<file path="src/rtl/alu_operand_stage_if.sv">
// alu_operand_stage_if
// Micro-instruction bus feeding the operand stage.
//   in_valid  : a micro-instruction is present on the bus
//   in_ready  : the stage can accept this cycle
//   in_op     : operation select (0..5 legal, 6..7 illegal)
//   in_rs     : source A register
//   in_rt     : source B register
//   in_rd     : destination register
//   in_imm_en : take operand B from in_imm instead of R[in_rt]
//   in_imm    : immediate value
// The master modport is the instruction source, the slave modport is the stage.
interface alu_operand_stage_if #(
  parameter int DATA_W = 8,
  parameter int REG_N  = 8
);
  localparam int AW = $clog2(REG_N);

  logic              in_valid;
  logic              in_ready;
  logic [2:0]        in_op;
  logic [AW-1:0]     in_rs;
  logic [AW-1:0]     in_rt;
  logic [AW-1:0]     in_rd;
  logic              in_imm_en;
  logic [DATA_W-1:0] in_imm;

  modport master (
    output in_valid, in_op, in_rs, in_rt, in_rd, in_imm_en, in_imm,
    input  in_ready
  );

  modport slave (
    input  in_valid, in_op, in_rs, in_rt, in_rd, in_imm_en, in_imm,
    output in_ready
  );
endinterface

</file>
<file path="src/rtl/alu_operand_stage.sv">
// alu_operand_stage
// Operand-fetch and writeback stage wrapped around an external combinational
// ALU. It reads two operands from an 8-entry register file (with forwarding
// and an optional immediate), registers them with the ALU control into the
// EX stage, and writes the ALU result back one cycle later.
// Ports:
//   clk, rst_n        : clock (rising edge), asynchronous active-low reset
//   in_bus            : micro-instruction bus (slave side)
//   stall             : freezes every pipeline register
//   alu_a, alu_b      : registered operands to the ALU
//   alu_ctl           : registered ALU control
//   alu_out, zero     : combinational ALU result and zero flag
//   res_valid         : one-cycle pulse when a result retires
//   res_rd, res_data  : destination and value of the retired result
//   res_zero          : zero flag of the retired result
//   illegal_op        : one-cycle pulse when an illegal op is accepted
//   dbg_addr/dbg_data : combinational debug read of the register file
module alu_operand_stage #(
  parameter int DATA_W = 8,
  parameter int REG_N  = 8
) (
  input  logic                       clk,
  input  logic                       rst_n,
  alu_operand_stage_if.slave         in_bus,
  input  logic                       stall,
  output logic [DATA_W-1:0]          alu_a,
  output logic [DATA_W-1:0]          alu_b,
  output logic [3:0]                 alu_ctl,
  input  logic [DATA_W-1:0]          alu_out,
  input  logic                       zero,
  output logic                       res_valid,
  output logic [$clog2(REG_N)-1:0]   res_rd,
  output logic [DATA_W-1:0]          res_data,
  output logic                       res_zero,
  output logic                       illegal_op,
  input  logic [$clog2(REG_N)-1:0]   dbg_addr,
  output logic [DATA_W-1:0]          dbg_data
);
  localparam int AW = $clog2(REG_N);

  logic [DATA_W-1:0] regs [REG_N];
  logic              ex_valid;
  logic [AW-1:0]     ex_rd;
  logic [3:0]        ctl_dec;
  logic              op_legal;
  logic              accept;
  logic [DATA_W-1:0] opnd_a;
  logic [DATA_W-1:0] opnd_b;

  assign in_bus.in_ready = !stall;
  assign accept          = in_bus.in_valid && !stall;
  assign dbg_data        = regs[dbg_addr];

  // Translate the compact op code into the ALU's 4-bit control word.
  // Codes 6 and 7 have no ALU meaning and are flagged illegal.
  always_comb begin
    ctl_dec  = 4'b0000;
    op_legal = 1'b1;
    case (in_bus.in_op)
      3'd0:    ctl_dec = 4'b0000;
      3'd1:    ctl_dec = 4'b0001;
      3'd2:    ctl_dec = 4'b0010;
      3'd3:    ctl_dec = 4'b0110;
      3'd4:    ctl_dec = 4'b0111;
      3'd5:    ctl_dec = 4'b1100;
      default: op_legal = 1'b0;
    endcase
  end

  // Operand selection. The instruction in EX has not reached the register
  // file yet, so a matching source register takes the live ALU result
  // instead. R0 is never forwarded because it must always read zero, and B
  // is not forwarded when it comes from the immediate.
  always_comb begin
    opnd_a = regs[in_bus.in_rs];
    if (ex_valid && (ex_rd == in_bus.in_rs) && (in_bus.in_rs != '0))
      opnd_a = alu_out;
    opnd_b = regs[in_bus.in_rt];
    if (in_bus.in_imm_en)
      opnd_b = in_bus.in_imm;
    else if (ex_valid && (ex_rd == in_bus.in_rt) && (in_bus.in_rt != '0))
      opnd_b = alu_out;
  end

  // EX register. A legal accept loads operands and control; an illegal
  // accept or an idle cycle inserts a bubble while the operand/control
  // registers keep their last values. Stall freezes everything.
  always_ff @(posedge clk or negedge rst_n) begin
    if (!rst_n) begin
      ex_valid <= 1'b0;
      ex_rd    <= '0;
      alu_a    <= '0;
      alu_b    <= '0;
      alu_ctl  <= 4'b0000;
    end else if (!stall) begin
      if (accept && op_legal) begin
        ex_valid <= 1'b1;
        ex_rd    <= in_bus.in_rd;
        alu_a    <= opnd_a;
        alu_b    <= opnd_b;
        alu_ctl  <= ctl_dec;
      end else begin
        ex_valid <= 1'b0;
      end
    end
  end

  // Register file write port. The result in EX retires on the next
  // unstalled edge; writes to R0 are dropped so it stays zero.
  always_ff @(posedge clk or negedge rst_n) begin
    if (!rst_n) begin
      for (int i = 0; i < REG_N; i++)
        regs[i] <= '0;
    end else if (ex_valid && !stall && (ex_rd != '0)) begin
      regs[ex_rd] <= alu_out;
    end
  end

  // Retirement reporting. res_valid pulses for every retired result
  // (including R0 destinations); the payload holds between retirements.
  // During a stall the pulses are forced low while the payload holds.
  always_ff @(posedge clk or negedge rst_n) begin
    if (!rst_n) begin
      res_valid  <= 1'b0;
      res_rd     <= '0;
      res_data   <= '0;
      res_zero   <= 1'b0;
      illegal_op <= 1'b0;
    end else if (stall) begin
      res_valid  <= 1'b0;
      illegal_op <= 1'b0;
    end else begin
      res_valid  <= ex_valid;
      illegal_op <= accept && !op_legal;
      if (ex_valid) begin
        res_rd   <= ex_rd;
        res_data <= alu_out;
        res_zero <= zero;
      end
    end
  end
endmodule

</file>
<file path="src/flat_wrapper.sv">
// flat-port wrapper written by rule: the top's interface ports become plain ports
module alu_operand_stage_flat 
#(
  parameter int DATA_W = 8,
  parameter int REG_N  = 8
)
  (clk, rst_n, stall, alu_a, alu_b, alu_ctl, alu_out, zero, res_valid, res_rd, res_data, res_zero, illegal_op, dbg_addr, dbg_data, in_bus_in_valid, in_bus_in_op, in_bus_in_rs, in_bus_in_rt, in_bus_in_rd, in_bus_in_imm_en, in_bus_in_imm, in_bus_in_ready);
  alu_operand_stage_if #(.DATA_W(DATA_W), .REG_N(REG_N)) in_bus_i ();
  input  logic clk;
  input  logic rst_n;
  input  logic stall;
  output logic [DATA_W-1:0] alu_a;
  output logic [DATA_W-1:0] alu_b;
  output logic [3:0] alu_ctl;
  input  logic [DATA_W-1:0] alu_out;
  input  logic zero;
  output logic res_valid;
  output logic [$clog2(REG_N)-1:0] res_rd;
  output logic [DATA_W-1:0] res_data;
  output logic res_zero;
  output logic illegal_op;
  input  logic [$clog2(REG_N)-1:0] dbg_addr;
  output logic [DATA_W-1:0] dbg_data;
  input wire logic [$bits(in_bus_i.in_valid)-1:0] in_bus_in_valid;
  input wire logic [$bits(in_bus_i.in_op)-1:0] in_bus_in_op;
  input wire logic [$bits(in_bus_i.in_rs)-1:0] in_bus_in_rs;
  input wire logic [$bits(in_bus_i.in_rt)-1:0] in_bus_in_rt;
  input wire logic [$bits(in_bus_i.in_rd)-1:0] in_bus_in_rd;
  input wire logic [$bits(in_bus_i.in_imm_en)-1:0] in_bus_in_imm_en;
  input wire logic [$bits(in_bus_i.in_imm)-1:0] in_bus_in_imm;
  output wire logic [$bits(in_bus_i.in_ready)-1:0] in_bus_in_ready;
  assign in_bus_i.in_valid = in_bus_in_valid;
  assign in_bus_i.in_op = in_bus_in_op;
  assign in_bus_i.in_rs = in_bus_in_rs;
  assign in_bus_i.in_rt = in_bus_in_rt;
  assign in_bus_i.in_rd = in_bus_in_rd;
  assign in_bus_i.in_imm_en = in_bus_in_imm_en;
  assign in_bus_i.in_imm = in_bus_in_imm;
  assign in_bus_in_ready = in_bus_i.in_ready;
  alu_operand_stage #(.DATA_W(DATA_W), .REG_N(REG_N)) u_core (.clk(clk), .rst_n(rst_n), .in_bus(in_bus_i), .stall(stall), .alu_a(alu_a), .alu_b(alu_b), .alu_ctl(alu_ctl), .alu_out(alu_out), .zero(zero), .res_valid(res_valid), .res_rd(res_rd), .res_data(res_data), .res_zero(res_zero), .illegal_op(illegal_op), .dbg_addr(dbg_addr), .dbg_data(dbg_data));
endmodule
</file>
<file path="config.mk">
export PLATFORM = sky130hd
export DESIGN_NAME = alu_operand_stage_flat
export DESIGN_NICKNAME = d
export VERILOG_FILES = /design/src/rtl/alu_operand_stage_if.sv /design/src/rtl/alu_operand_stage.sv /design/src/flat_wrapper.sv
export SDC_FILE = /design/constraint.sdc
export NUM_CORES = 1
export LEC_CHECK = 0
export ABC_AREA = 1
export BUFFER_PORTS_ARGS = -buffer_cell sky130_fd_sc_hd__buf_2
export CAP_MARGIN = 20
export CORE_ASPECT_RATIO = 2
export CORE_UTILIZATION = 40
export CTS_CLUSTER_DIAMETER = 40
export CTS_CLUSTER_SIZE = 25
export DETAILED_ROUTE_END_ITERATION = 10
export GPL_ROUTABILITY_DRIVEN = 0
export PLACE_DENSITY = 0.58
export SETUP_SLACK_MARGIN = 0.2
export SLEW_MARGIN = 20
export SYNTH_ARGS = -nofsm -noshare
export SYNTH_HDL_FRONTEND = slang
export SYNTH_SLANG_ARGS = --single-unit
</file>
<file path="constraint.sdc">
create_clock -name clk -period 2 [get_ports clk]
set_input_delay 0.1 -clock clk [delete_from_list [all_inputs] [get_ports clk]]
set_output_delay 0.1 -clock clk [all_outputs]
set_load 0.01 [all_outputs]
</file>
==> flow_summary_export.csv <==
group,metric,value,unit
die,coreArea,14800,um^2
logic_synthesis,yosysUniqueCellTypes,32,
clock_network,root_buffer,"clkbuf_16",
timing,setup_violations,0,
placed_design,io_buffers,79,
timing,fmax,581,MHz
clock_network,htreeDepth,3,
final_layout,diodes,0,
flow_run,drv_cap,0,
die,fp.dieW,89.1,um
logic_synthesis,synth-simple-area-share,32.9,%
clock_network,cts_tree,"built",
logic_synthesis,synth_ff_type,"dfrtp_1",
die,rows,63,
logic_synthesis,ys_seq_area_share,42.1,%
timing,slew_viol_final,0,
die,start_util,40.9,%
route,dr_total_vias,6051,
logic_synthesis,netlist.area_leader.share,42.1,%
global_route,grt_usage,29.2,%
die,die-area,15700,um^2
route,drtIter0Drc,611,
timing,finalWorstSetupSlack,0.278,ns
logic_synthesis,synth_top_cell_by_area,"dfrtp_1",
clock_network,numCtsBuffers,9,
die,die_h,176,um
logic_synthesis,synth_top_family_by_area,"simple AND/OR/NAND/NOR gates",
logic_synthesis,synth_seq_cells,102,
timing,period_share,86.1,%
final_layout,drive_above_1_share,16.9,%
placed_design,dp_cells,1097,
global_route,grt.overflow.total,0,
timing,tightest_slew,0.619,ns
route,ant_nets,0,
logic_synthesis,synth_fp_nets,899,
setup_path,path_class,"flip-flop to output port",
outcome,status,"complete, no violations",
global_route,grt_pass1_vias,5793,
global_route,grt_pass1_wl,33.1,mm
timing,rsz0062_at_grt,"false",
logic_synthesis,synth-compound-area-share,14.0,%
clock_network,cts.path.max_buffers,2,
route,vias_per_cell,5.39,
route,dr.pass1.iters,7,
final_layout,final_cells,1122,
clock_network,cts_sinks,102,
placed_design,dp_slack,0.271,ns
pwr,leakagePower,0.00356,uW
logic_synthesis,syn_inst,862,
route,routed_wl,21.3,mm
setup_path,critical_path.endpoint_type,"output port",
logic_synthesis,muxShareOfSynthArea,0,%
timing,relSlewSlack,58.7,%
setup_path,start_kind,"flip-flop",
pwr,p_per_area,1100,nW/um^2
route,drcViolationCount,0,
logic_synthesis,synth_edf_count,0,
setup_path,slowest_stage,"dfrtp_1",
die,ioPinCount,80,
timing,finClkSkew,0.00987,ns
setup_path,cp_max_fo,3,
logic_synthesis,yosysWarnings,0,
timing,hold_viol,0,
logic_synthesis,synth_xor_xnor_area_share,0.289,%
logic_synthesis,syn_avg_cell_area,7.04,um^2
global_route,antenna_found_initial,0,
setup_path,required,1.90,ns
clock_network,clkTransAtPathRegs,0.06,ns
final_layout,fin_nets,960,
timing,fin_tns_setup,0,ns
setup_path,critPathArrivalTime,1.62,ns
timing,post-route-min-period,1.72,ns
worst_hold_path,hp-class,"input port to flip-flop",
logic_synthesis,yosysMostFrequentCell,"nand2_1",
pwr,total_power,7680,uW
clock_network,cts_setup_buffers,0,
timing,whs,0.0127,ns
placed_design,dp_hpwl,15.7,mm
logic_synthesis,synth_common_cells,"nand2_1, dfrtp_1, nand3_1, inv_1, o21ai_0",
pwr,ir_worst_vdd,0.549,mV
setup_path,worstPathCellList,"inv_1, a21oi_1, o21ai_2, nand2_1, nor2_1, a31oi_1, buf_2",
global_route,grt_max_degree,42,
clock_network,clk_latency,0.36,ns
logic_synthesis,netlist_area,6070,um^2
final_layout,areaGrowthSynthToFinish,15.2,%
route,post_drt_wl_per_cell,19.0,um
logic_synthesis,synth_async_sr_flop_share,100,%
logic_synthesis,synth_area_leaders,"dfrtp_1, nand2_1, nand3_1, o21ai_0, inv_1",
logic_synthesis,yosys.area_share.adder,0,%
setup_path,slowest_delay,0.37,ns
-- per-layer routing --
| layer | track usage [%] | share of wire (%) | vias to the layer above | wire (um) |
|---|---|---|---|---|
| met5 | 0 | 0 | - | 0 |
| met4 | 24.0 | 8.5 | 0 | 1810 |
| met3 | 3.93 | 5.3 | 83 | 1130 |
| met2 | 46.4 | 49 | 274 | 10500 |
| met1 | 34.0 | 37 | 2801 | 7830 |
| li1 | - | - | 2893 | - |
-- timing repair --
item                                    4_1_cts  5_1_grt
endpoints found under the setup margin        1       17
hold buffers                                 10        0
gates cloned                                  0        0
gates resized for setup                       1        3
hold endpoints to repair                     46        0
-- worst max-delay path: cells and delay by family, from the launching register on --
kind | cells | cell delay, ns
AOI/OAI and AO/OA | 3 | 0.48
DFF | 1 | 0.37
buffers and inverters | 2 | 0.25
and+or+nand+nor | 2 | 0.18
-- power by group --
| group | internal (uW) | switching (uW) |
|---|---|---|
| clock | 1160 | 786 |
| combinational | 877 | 1610 |
| sequential | 2700 | 542 |
-- placed cells by master (no fill, tap or decap) --
cell,n
dlygate4sd3_1,10
dfrtp_1,100
nor2_1,31
inv_1,82
o22ai_1,1
inv_4,1
nand4_1,12
nand3_1,100
nand2_2,6
clkinvlp_4,1
xnor2_1,1
xor2_1,1
or2_2,1
buf_2,78
o21ai_0,66
nand4_2,1
inv_2,12
nand3_2,11
bufinv_16,2
nor2_2,3
nor3_4,1
o21ai_1,39
clkbuf_8,2
nor2_4,2
nand3_4,1
a31oi_1,8
o211ai_1,8
dfrtp_2,2
clkbuf_1,1
nor2_8,1
a21oi_1,35
buf_12,1
o21ai_2,4
nand2_1,275
buf_4,17
clkbuf_16,9
nand2_4,1
-- flip-flops by register name (all words and copies together) (netlist names) --
| signal | flops |
|---|---|
| u_core.res_valid | 1 |
| u_core.illegal_op | 1 |
| u_core.regs | 64 |
| u_core.res_zero | 1 |
| u_core.res_rd | 3 |
| u_core.alu_b | 8 |
| u_core.ex_valid | 1 |
| u_core.res_data | 8 |
| u_core.ex_rd | 3 |
| u_core.alu_a | 8 |
| u_core.alu_ctl | 4 |
-- through the flow --
step	area [um^2]	util [%]
final	6990	47.1
after global routing	6990	47.1
after CTS	6980	47.1
after detailed placement	6560	44.2
after global placement	6560	44.2
after floorplan	6070	-
-- cells by family after synthesis --
| logic type | after synthesis |
|---|---|
| simple gates | 446 |
| compound gates | 161 |
| buf+inv | 151 |
| flops | 102 |
| xor+xnor | 2 |
-- final timing paths --
| check | slack (ns) | to | start | cells past startpoint |
|---|---|---|---|---|
| max in group asynchronous | 1.04 | u_core.regs[29]$_DFFE_PN0P_ | rst_n | 3 |
| worst max-delay path | 0.28 | dbg_data[3] | u_core.regs[19]$_DFFE_PN0P_ | 7 |
| worst max register to register | 0.37 | u_core.alu_a[5]$_DFFE_PN0P_ | u_core.ex_rd[0]$_DFFE_PN0P_ | 7 |
| worst min register to register | 0.43 | u_core.regs[56]$_DFFE_PN0P_ | u_core.regs[56]$_DFFE_PN0P_ | 0 |
| min in group asynchronous | 0.27 | u_core.regs[46]$_DFFE_PN0P_ | rst_n | 2 |
| worst min-delay path | 0.01 | u_core.regs[23]$_DFFE_PN0P_ | alu_out[7] | 3 |
-- layout make-up --
| class | count | area (um^2) |
|---|---|---|
| Fill cell | 1602 | 7830 |
| Multi-Input combinational cell | 609 | 2870 |
| Sequential cell | 102 | 2550 |
| Timing Repair Buffer | 106 | 638 |
| Inverter | 95 | 359 |
| Clock buffer | 12 | 256 |
| Tap cell | 195 | 244 |
| Clock inverter | 3 | 67.6 |
Note: power is estimated with default switching activity, not from simulation.
